`src/rtl/key_pkg.sv`:
```
// Shared types and constants for the eight-channel key debouncer.
// Optional KEY_SYNC_EN build flag adds a 2-flop input synchronizer.
package key_pkg;

  localparam logic [7:0] KEY_RELEASED = 8'hFF;

  typedef enum logic {
    SETTLE,
    RUN
  } key_state_t;

  function automatic int cnt_w(input int n);
    return $clog2(n + 1);
  endfunction

endpackage

```
`src/rtl/key_debounce8_chan.sv`:
```
// One debounce channel: stable level, disagree counter and edge pulses.
// Pulses are only produced while en is high (RUN state).
module debounce_chan
  import key_pkg::*;
#(
  parameter int STABLE_TICKS = 8
) (
  input  logic iClk,
  input  logic iReset,
  input  logic tick,
  input  logic en,
  input  logic key,
  output logic level,
  output logic press,
  output logic rel
);

  localparam int CW = cnt_w(STABLE_TICKS);
  localparam logic [CW-1:0] LAST = CW'(STABLE_TICKS - 1);

  logic          s_q, s_d;
  logic [CW-1:0] c_q, c_d;
  logic          press_q, press_d;
  logic          rel_q, rel_d;

  always_comb begin
    s_d     = s_q;
    c_d     = c_q;
    press_d = 1'b0;
    rel_d   = 1'b0;
    if (tick) begin
      if (key == s_q) begin
        c_d = '0;
      end else if (c_q == LAST) begin
        s_d     = key;
        c_d     = '0;
        press_d = en & ~key;
        rel_d   = en & key;
      end else begin
        c_d = c_q + 1'b1;
      end
    end
  end

  always_ff @(posedge iClk) begin
    if (iReset) begin
      s_q     <= 1'b1;
      c_q     <= '0;
      press_q <= 1'b0;
      rel_q   <= 1'b0;
    end else begin
      s_q     <= s_d;
      c_q     <= c_d;
      press_q <= press_d;
      rel_q   <= rel_d;
    end
  end

  assign level = s_q;
  assign press = press_q;
  assign rel   = rel_q;

endmodule

```
`src/rtl/key_debounce8.sv`:
```
// Eight-key debouncer feeding an 8-to-3 priority encoder (active-low).
// Define KEY_SYNC_EN to pass iKey through a 2-flop synchronizer.
module key_debounce8
  import key_pkg::*;
#(
  parameter int TICK_DIV     = 50000,
  parameter int STABLE_TICKS = 8
) (
  input  logic       iClk,
  input  logic       iReset,
  input  logic [7:0] iKey,
  output logic [7:0] oData,
  output logic       oEI,
  output logic [7:0] oPress,
  output logic [7:0] oRelease
);

  localparam int DW = $clog2(TICK_DIV);
  localparam logic [DW-1:0] DIV_LAST = DW'(TICK_DIV - 1);
  localparam int SW = cnt_w(STABLE_TICKS);
  localparam logic [SW-1:0] SET_LAST = SW'(STABLE_TICKS - 1);

  logic [DW-1:0] div_q, div_d;
  logic          tick;
  logic [7:0]    key_s;

  assign tick  = (div_q == DIV_LAST);
  assign div_d = tick ? '0 : div_q + 1'b1;

  always_ff @(posedge iClk) begin
    if (iReset) div_q <= '0;
    else        div_q <= div_d;
  end

`ifdef KEY_SYNC_EN
  logic [7:0] sync1_q, sync1_d;
  logic [7:0] sync2_q, sync2_d;

  always_comb begin
    sync1_d = iKey;
    sync2_d = sync1_q;
  end

  always_ff @(posedge iClk) begin
    if (iReset) begin
      sync1_q <= KEY_RELEASED;
      sync2_q <= KEY_RELEASED;
    end else begin
      sync1_q <= sync1_d;
      sync2_q <= sync2_d;
    end
  end

  assign key_s = sync2_q;
`else
  assign key_s = iKey;
`endif

  key_state_t    state_q;
  logic [SW-1:0] set_cnt_q;
  logic          ei_q;

  // Count STABLE_TICKS ticks after reset before enabling the encoder.
  always_ff @(posedge iClk) begin
    if (iReset) begin
      state_q   <= SETTLE;
      set_cnt_q <= '0;
      ei_q      <= 1'b1;
    end else begin
      unique case (state_q)
        SETTLE: begin
          if (tick) begin
            if (set_cnt_q == SET_LAST) begin
              state_q   <= RUN;
              set_cnt_q <= '0;
              ei_q      <= 1'b0;
            end else begin
              set_cnt_q <= set_cnt_q + 1'b1;
            end
          end
        end
        RUN: begin
          ei_q <= 1'b0;
        end
        default: begin
          state_q <= SETTLE;
          ei_q    <= 1'b1;
        end
      endcase
    end
  end

  assign oEI = ei_q;

  logic run_en;
  assign run_en = (state_q == RUN);

  for (genvar i = 0; i < 8; i++) begin : g_chan
    debounce_chan #(
      .STABLE_TICKS(STABLE_TICKS)
    ) u_chan (
      .iClk  (iClk),
      .iReset(iReset),
      .tick  (tick),
      .en    (run_en),
      .key   (key_s[i]),
      .level (oData[i]),
      .press (oPress[i]),
      .rel   (oRelease[i])
    );
  end

endmodule
```
`config.mk`:
```
export PLATFORM = sky130hd
export DESIGN_NAME = key_debounce8
export DESIGN_NICKNAME = d
export VERILOG_FILES = /design/src/rtl/key_pkg.sv /design/src/rtl/key_debounce8_chan.sv /design/src/rtl/key_debounce8.sv
export SDC_FILE = /design/constraint.sdc
export NUM_CORES = 1
export LEC_CHECK = 0
export ABC_CLOCK_PERIOD_IN_PS = 5350
export BUFFER_PORTS_ARGS = -buffer_cell sky130_fd_sc_hd__buf_4
export CAP_MARGIN = 20
export CORE_ASPECT_RATIO = 1.25
export CORE_MARGIN = 4
export CORE_UTILIZATION = 50
export DETAILED_ROUTE_END_ITERATION = 8
export GPL_ROUTABILITY_DRIVEN = 0
export PLACE_DENSITY = 0.71
export SLEW_MARGIN = 20
export SYNTH_ARGS = -nofsm -noshare
export SYNTH_HDL_FRONTEND = slang
export SYNTH_SLANG_ARGS = --single-unit
```
`constraint.sdc`:
```
create_clock -name iClk -period 5.35 [get_ports iClk]
set_input_delay 0.535 -clock iClk [delete_from_list [all_inputs] [get_ports iClk]]
set_output_delay 0.535 -clock iClk [all_outputs]
set_load 0.02 [all_outputs]
```
; After elaboration in Yosys (flattened, before gate mapping)
; Index checks and enable logic that the tools add are counted.
[word_totals]
reg_bits = 78
in_bits = 10
out_inout_bits = 25
wordCells = 150
[op_classes]
n_addsub = 10
n_eq_ne = 20
muxes = 23
n_bitwise = 42
n_reduce_logical = 19
[ops]
columns = cell, count
row1 = 4-bit two-way mux, 17
row2 = "4-bit by 1-bit adder with 4-bit output, second input constant", 9
row3 = "4-bit by 3-bit == test with 1-bit output, second input constant", 9
row4 = 4-bit OR reduction, 8
row5 = 1-bit NOT, 26
row6 = 3-bit AND reduction, 8
row7 = "16-bit by 1-bit adder with 16-bit output, second input constant", 1
row8 = 1-bit bitwise AND, 16
row9 = "16-bit == test, second input constant", 1
row10 = 1-bit == test, 8
row11 = 1-bit two-way mux, 5
row12 = "2-bit inequality test, second input constant", 2
row13 = 2-bit AND reduction, 2
row14 = 1-bit case mux with 2 select lines, 1
row15 = 2-bit OR reduction, 1

; Depth between registers and ports, before layout
[logic_depth]
depth_word = 4
ltp_mapped = 8
mapped_depth_nobuf = 5

; Hierarchy
; Synthesis repeated with hierarchy kept, for this count alone.
[hier_totals]
cells_unflattened = 378
hier_area_um2 = 3504.6
[modules_own_cells]
columns = mod, instances, cells_each, area_per_inst_um2, seq_area_each_um2
row1 = debounce_chan, 8, 33, 316.6, 140.1
row2 = key_debounce8, 1, 114, 972.2, 440.4

; Least setup slack after synthesis
; OpenSTA, ideal clock, no wires.
[synth_path]
kind = flip-flop to flip-flop
from = register div_q[0]
to = register g_chan[6].u_chan.c_q[3]
setup_time_ns = 0.075
arrival_ns = 1.665
t_required_ns = 5.275
slack_ns = 3.610
path_stages_with_launch = 7
path_buffers = 1
period_less_slack_ns = 1.740
cell_sequence = dfxtp_1 > ha_1 > and3_1 > nand4_2 > buf_6 > or4_1 > o22ai_1
[synth_between]
elab_chain_cells = 1
[synth_rtl]
columns = item, line_no
row1 = start: declaration, key_debounce8.sv:23  ; logic [DW-1:0] div_q, div_d;
row2 = start signal: assignment, key_debounce8.sv:32  ; else div_q <= div_d;
row3 = 16-bit == test, key_debounce8.sv:27  ; assign tick = (div_q == DIV_LAST);
row4 = end signal: assignment, key_debounce8_chan.sv:48  ; c_q <= '0;
row5 = end signal: assignment, key_debounce8_chan.sv:53  ; c_q <= c_d;
row6 = end: declaration, key_debounce8_chan.sv:22  ; logic [CW-1:0] c_q, c_d;
; Every way passes these cells.
; A chain may end at the register's enable or synchronous reset.

; Worst setup path after layout
[layout_path]
from = register div_q[0]
to = register g_chan[3].u_chan.press_q
[layout_between]
elab_chain_cells = 3
[layout_rtl]
columns = item, line_no
row1 = 16-bit == test, key_debounce8.sv:27
row2 = 1-bit NOT (no source line), n/a
row3 = 4-bit OR reduction (no source line), n/a
row4 = end signal: assignment, key_debounce8_chan.sv:54  ; press_q <= press_d;
row5 = end: declaration, key_debounce8_chan.sv:23  ; logic press_q, press_d;
; Every way passes these cells.

==> key figures <==
Run status
  – Status: finished, final reports clean

Job
  – Max-Cap Viols: 0

Global route
  – First-pass GRT wire length: approximately 12 mm
  – Pin count of the biggest net entering global routing: just under 60
  – Vias in the first global route: about 2600
  – Gr usage total: 16.40%
  – Initial antenna violation count: 0
  – Overflow after GRT: 0

Setup path
  – Worst setup path end: g_chan[3].u_chan.press$_SDFF_PP0_
  – Critical path type: register to register
  – Critical Path Max Stage Delay: 0.39 ns
  – Stages on the worst setup path: 6
  – RR Endpoint: g_chan[3].u_chan.press$_SDFF_PP0_
  – CP Data Required Time: between 5 and 6 ns
  – Worst Setup End Kind: register
  – Reg2reg start: div_q[0]$_SDFF_PP0_
  – Worst reg-to-reg setup slack: 3.18 ns
  – Bufs and invs on worst path: 1
  – Critical-path maximum fanout: 34
  – CP startpoint kind: register
  – Crit path max-delay family: simple AND/OR/NAND/NOR gates
  – Setup crit start: div_q[0]$_SDFF_PP0_
  – CP max-delay cell: nor4b_1
  – R2R cell count: 6
  – Worst EP arrival: 2.40 ns
  – Worst path cell trace: ha_1 -> and3_1 -> and4_1 -> buf_4 -> nand3_4 -> nor4b_1

Clocking
  – Clk_lat worst skew: 0.35 ns
  – Clock slew at reported path FFs: 0.07 ns
  – Clk sinks: 78
  – Htree depth: 3
  – CTS root buffer: clkbuf_8
  – Post-CTS sizing: 0
  – TritonCTS clock tree: built
  – Clk buf depth: 2
  – Total CTS buffers: 9
  – Hold buffer count at CTS: 0
  – Post-CTS setup buffer count: 0

Finish
  – Nets: about 420
  – Commonest non-fill, non-tap cell in the layout: dfxtp_1
  – Ant diodes: 0
  – Share of cells above drive strength 1: 14.95%
  – Layout Cells excl Fill: between 400 and 500
  – Fill cell count: roughly 640
  – Synth-to-Final Area Change: 8.974%
  – Commonest cells after routing, fill and taps aside: 78 x dfxtp_1, 36 x buf_4, 33 x a21oi_1

Floorplanning
  – Die X: 83.72 um
  – Die Ht: 102.7 um
  – Core area: 0.006977 sq mm
  – Initial Util: between 50% and 60%
  – Num ports: 35
  – Die area: 0.008594 sq mm
  – Cell Rows: 34

Detailed routing
  – DR iter-0 viols: 180
  – # DRC: 0
  – Total length of routed wires: 6.637 mm
  – Final ANT Viol Nets: 0
  – WL per Instance: about 13 um
  – Vias per cell: 5.598
  – Vias: 2788
  – DR pass1 iterations: 4

Place
  – Number of I/O port buffers: 34
  – Detailed Place HPWL: 4.300 mm
  – Placed cell count: slightly below 500

Synth
  – Synthesized Nets: 418
  – Post-synth cell types: 39
  – Synth Register Bits: approximately 80
  – Post-synthesis cell count: a little under 400
  – Post-synth EDFFs: 0
  – Synthesized area per cell: 9.004 sq um
  – Post-synth top flop: dfxtp_1
  – Asr flop ratio synth: 0%
  – Seq/Total Area, Yosys: 43.58%
  – YS warnings: 0
  – Post-Syn Area: 0.003583 sq mm

STA
  – Final Max Slew Viols: 0
  – Clock Skews: 0.009100 ns
  – Setup-failing EPs final: 0
  – Fmax: 461.0 MHz
  – Final hold vios: 0
  – Setup TNS: 0 ns
  – RSZ-0062 raised after global routing: false
  – Minimum clock period: 2.169 ns
  – Max-slew headroom: 62.67%
  – Final period util: roughly two fifths
  – Worst-Margin Slew: 0.5594 ns

Hold path
  – Hold crit path type: input port to register

Pwr
  – PwrDens: 268.0 mW/mm^2
  – VDD IR max: between 0.1 and 0.15 mV
  – Pleak: roughly 0.0014 uW
==> synthesized netlist by cell type (all sizes together) (2+ instances only) <==
cell / count / area share, %
o311ai: 9 / 2.2
nor4: 12 / 2.5
o22ai: 3 / 0.52
nand2b: 5 / 0.87
ha: 10 / 3.5
nor2: 24 / 2.5
nor3: 6 / 0.84
dfxtp: 78 / 44
nand4: 9 / 1.7
and3: 2 / 0.35
nand3b: 9 / 1.9
a21oi: 33 / 4.6
nand3: 24 / 3.7
inv: 12 / 1.3
nand4b: 13 / 3.2
or4: 5 / 1.0
nor4b: 8 / 2.0
xor2: 10 / 2.4
buf: 32 / 6.4
nor2b: 3 / 0.52
xnor2: 12 / 2.9
or3: 3 / 0.52
and2: 5 / 0.87
o21ai: 18 / 2.5
a31oi: 3 / 0.52
a21bo: 5 / 1.4
clkbuf: 10 / 1.0
nand2: 29 / 3.0
==> flip-flops by register name, indices dropped and copies added, names as in the netlist <==
| register | cells |
|---|---|
| g_chan.u_chan.level | 8 |
| oEI | 1 |
| g_chan.u_chan.rel | 8 |
| div_q | 16 |
| g_chan.u_chan.press | 8 |
| set_cnt_q | 4 |
| g_chan.u_chan.c_q | 32 |
| run_en | 1 |
==> per-stage QoR <==
stage	util, %	area (sq um)	hold slack, ns	total power [uW]	setup WS, ns
6_report	55.97	3905	0.3690	1046	3.181
5_1_grt	55.97	3905	0.3460	1084	3.005
4_1_cts	55.97	3905	0.3517	1057	3.147
3_5_place_dp	53.03	3700	0.4512	627.6	3.164
3_3_place_gp	53.03	3700	0.4400	627.2	3.295
2_1_floorplan	-	3583	0.4303	615.3	3.610
==> where the power goes <==
group / total [uW] / internal, uW / switching [uW]
logic: 30.3 / 10.1 / 20.3
clock network: 432 / 231 / 201
registers: 584 / 582 / 1.69
total: 1050 / 823 / 223
==> kinds of logic (layout without fill, tap and decap cells) <==
| group | after synthesis | after routing | share of synthesized area [%] |
|---|---|---|---|
| AOI/OAI and AO/OA | 74 | 74 | 12.43 |
| adders and majority gates | 10 | 10 | 3.492 |
| DFF | 78 | 78 | 43.58 |
| buffers and inverters | 54 | 64 | 8.694 |
| xor gates and xnor gates | 22 | 22 | 5.377 |
| and+or+nand+nor | 160 | 160 | 26.43 |
==> worst min-delay path by stage <==
stage	startpoint	end	slack, ns	cells after the start
global placement	oEI$_SDFFE_PP1P_	oEI$_SDFFE_PP1P_	0.44	1
detailed placement	oEI$_SDFFE_PP1P_	oEI$_SDFFE_PP1P_	0.45	1
finish	iKey[4]	g_chan[4].u_chan.press$_SDFF_PP0_	0.37	2
CTS	iKey[4]	g_chan[4].u_chan.press$_SDFF_PP0_	0.35	2
global route	iKey[4]	g_chan[4].u_chan.press$_SDFF_PP0_	0.35	2
floorplan	div_q[0]$_SDFF_PP0_	div_q[0]$_SDFF_PP0_	0.43	1
==> layer usage <==
layer  up-vias  GRT usage [%]  part of all wire, %
met4         0          7.550                  2.0
met1      1308          19.40                   46
met3        15          3.677                  3.1
met2        40          28.60                   49
met5         -              0                    0
li1       1425              -                    -
==> final cells by class <==
type	instances	area, sq um	share of cell area (%)
clock buffer	14	192.7	4.934
clock inverter	2	12.51	0.3204
inverter	12	45.04	1.153
multi-input combinational	266	1710	43.80
sequential	78	1562	39.99
tap	90	112.6	2.884
timing repair buffer	36	270.3	6.921
==> worst register-to-register path: cells and delay by family (launching register included) <==
kind,cells,cell delay [ns]
fa+ha+maj,1,0.21
buf+inv,1,0.35
flops,1,0.37
simple gates,4,1.13
(Power assumes the default switching activity.)
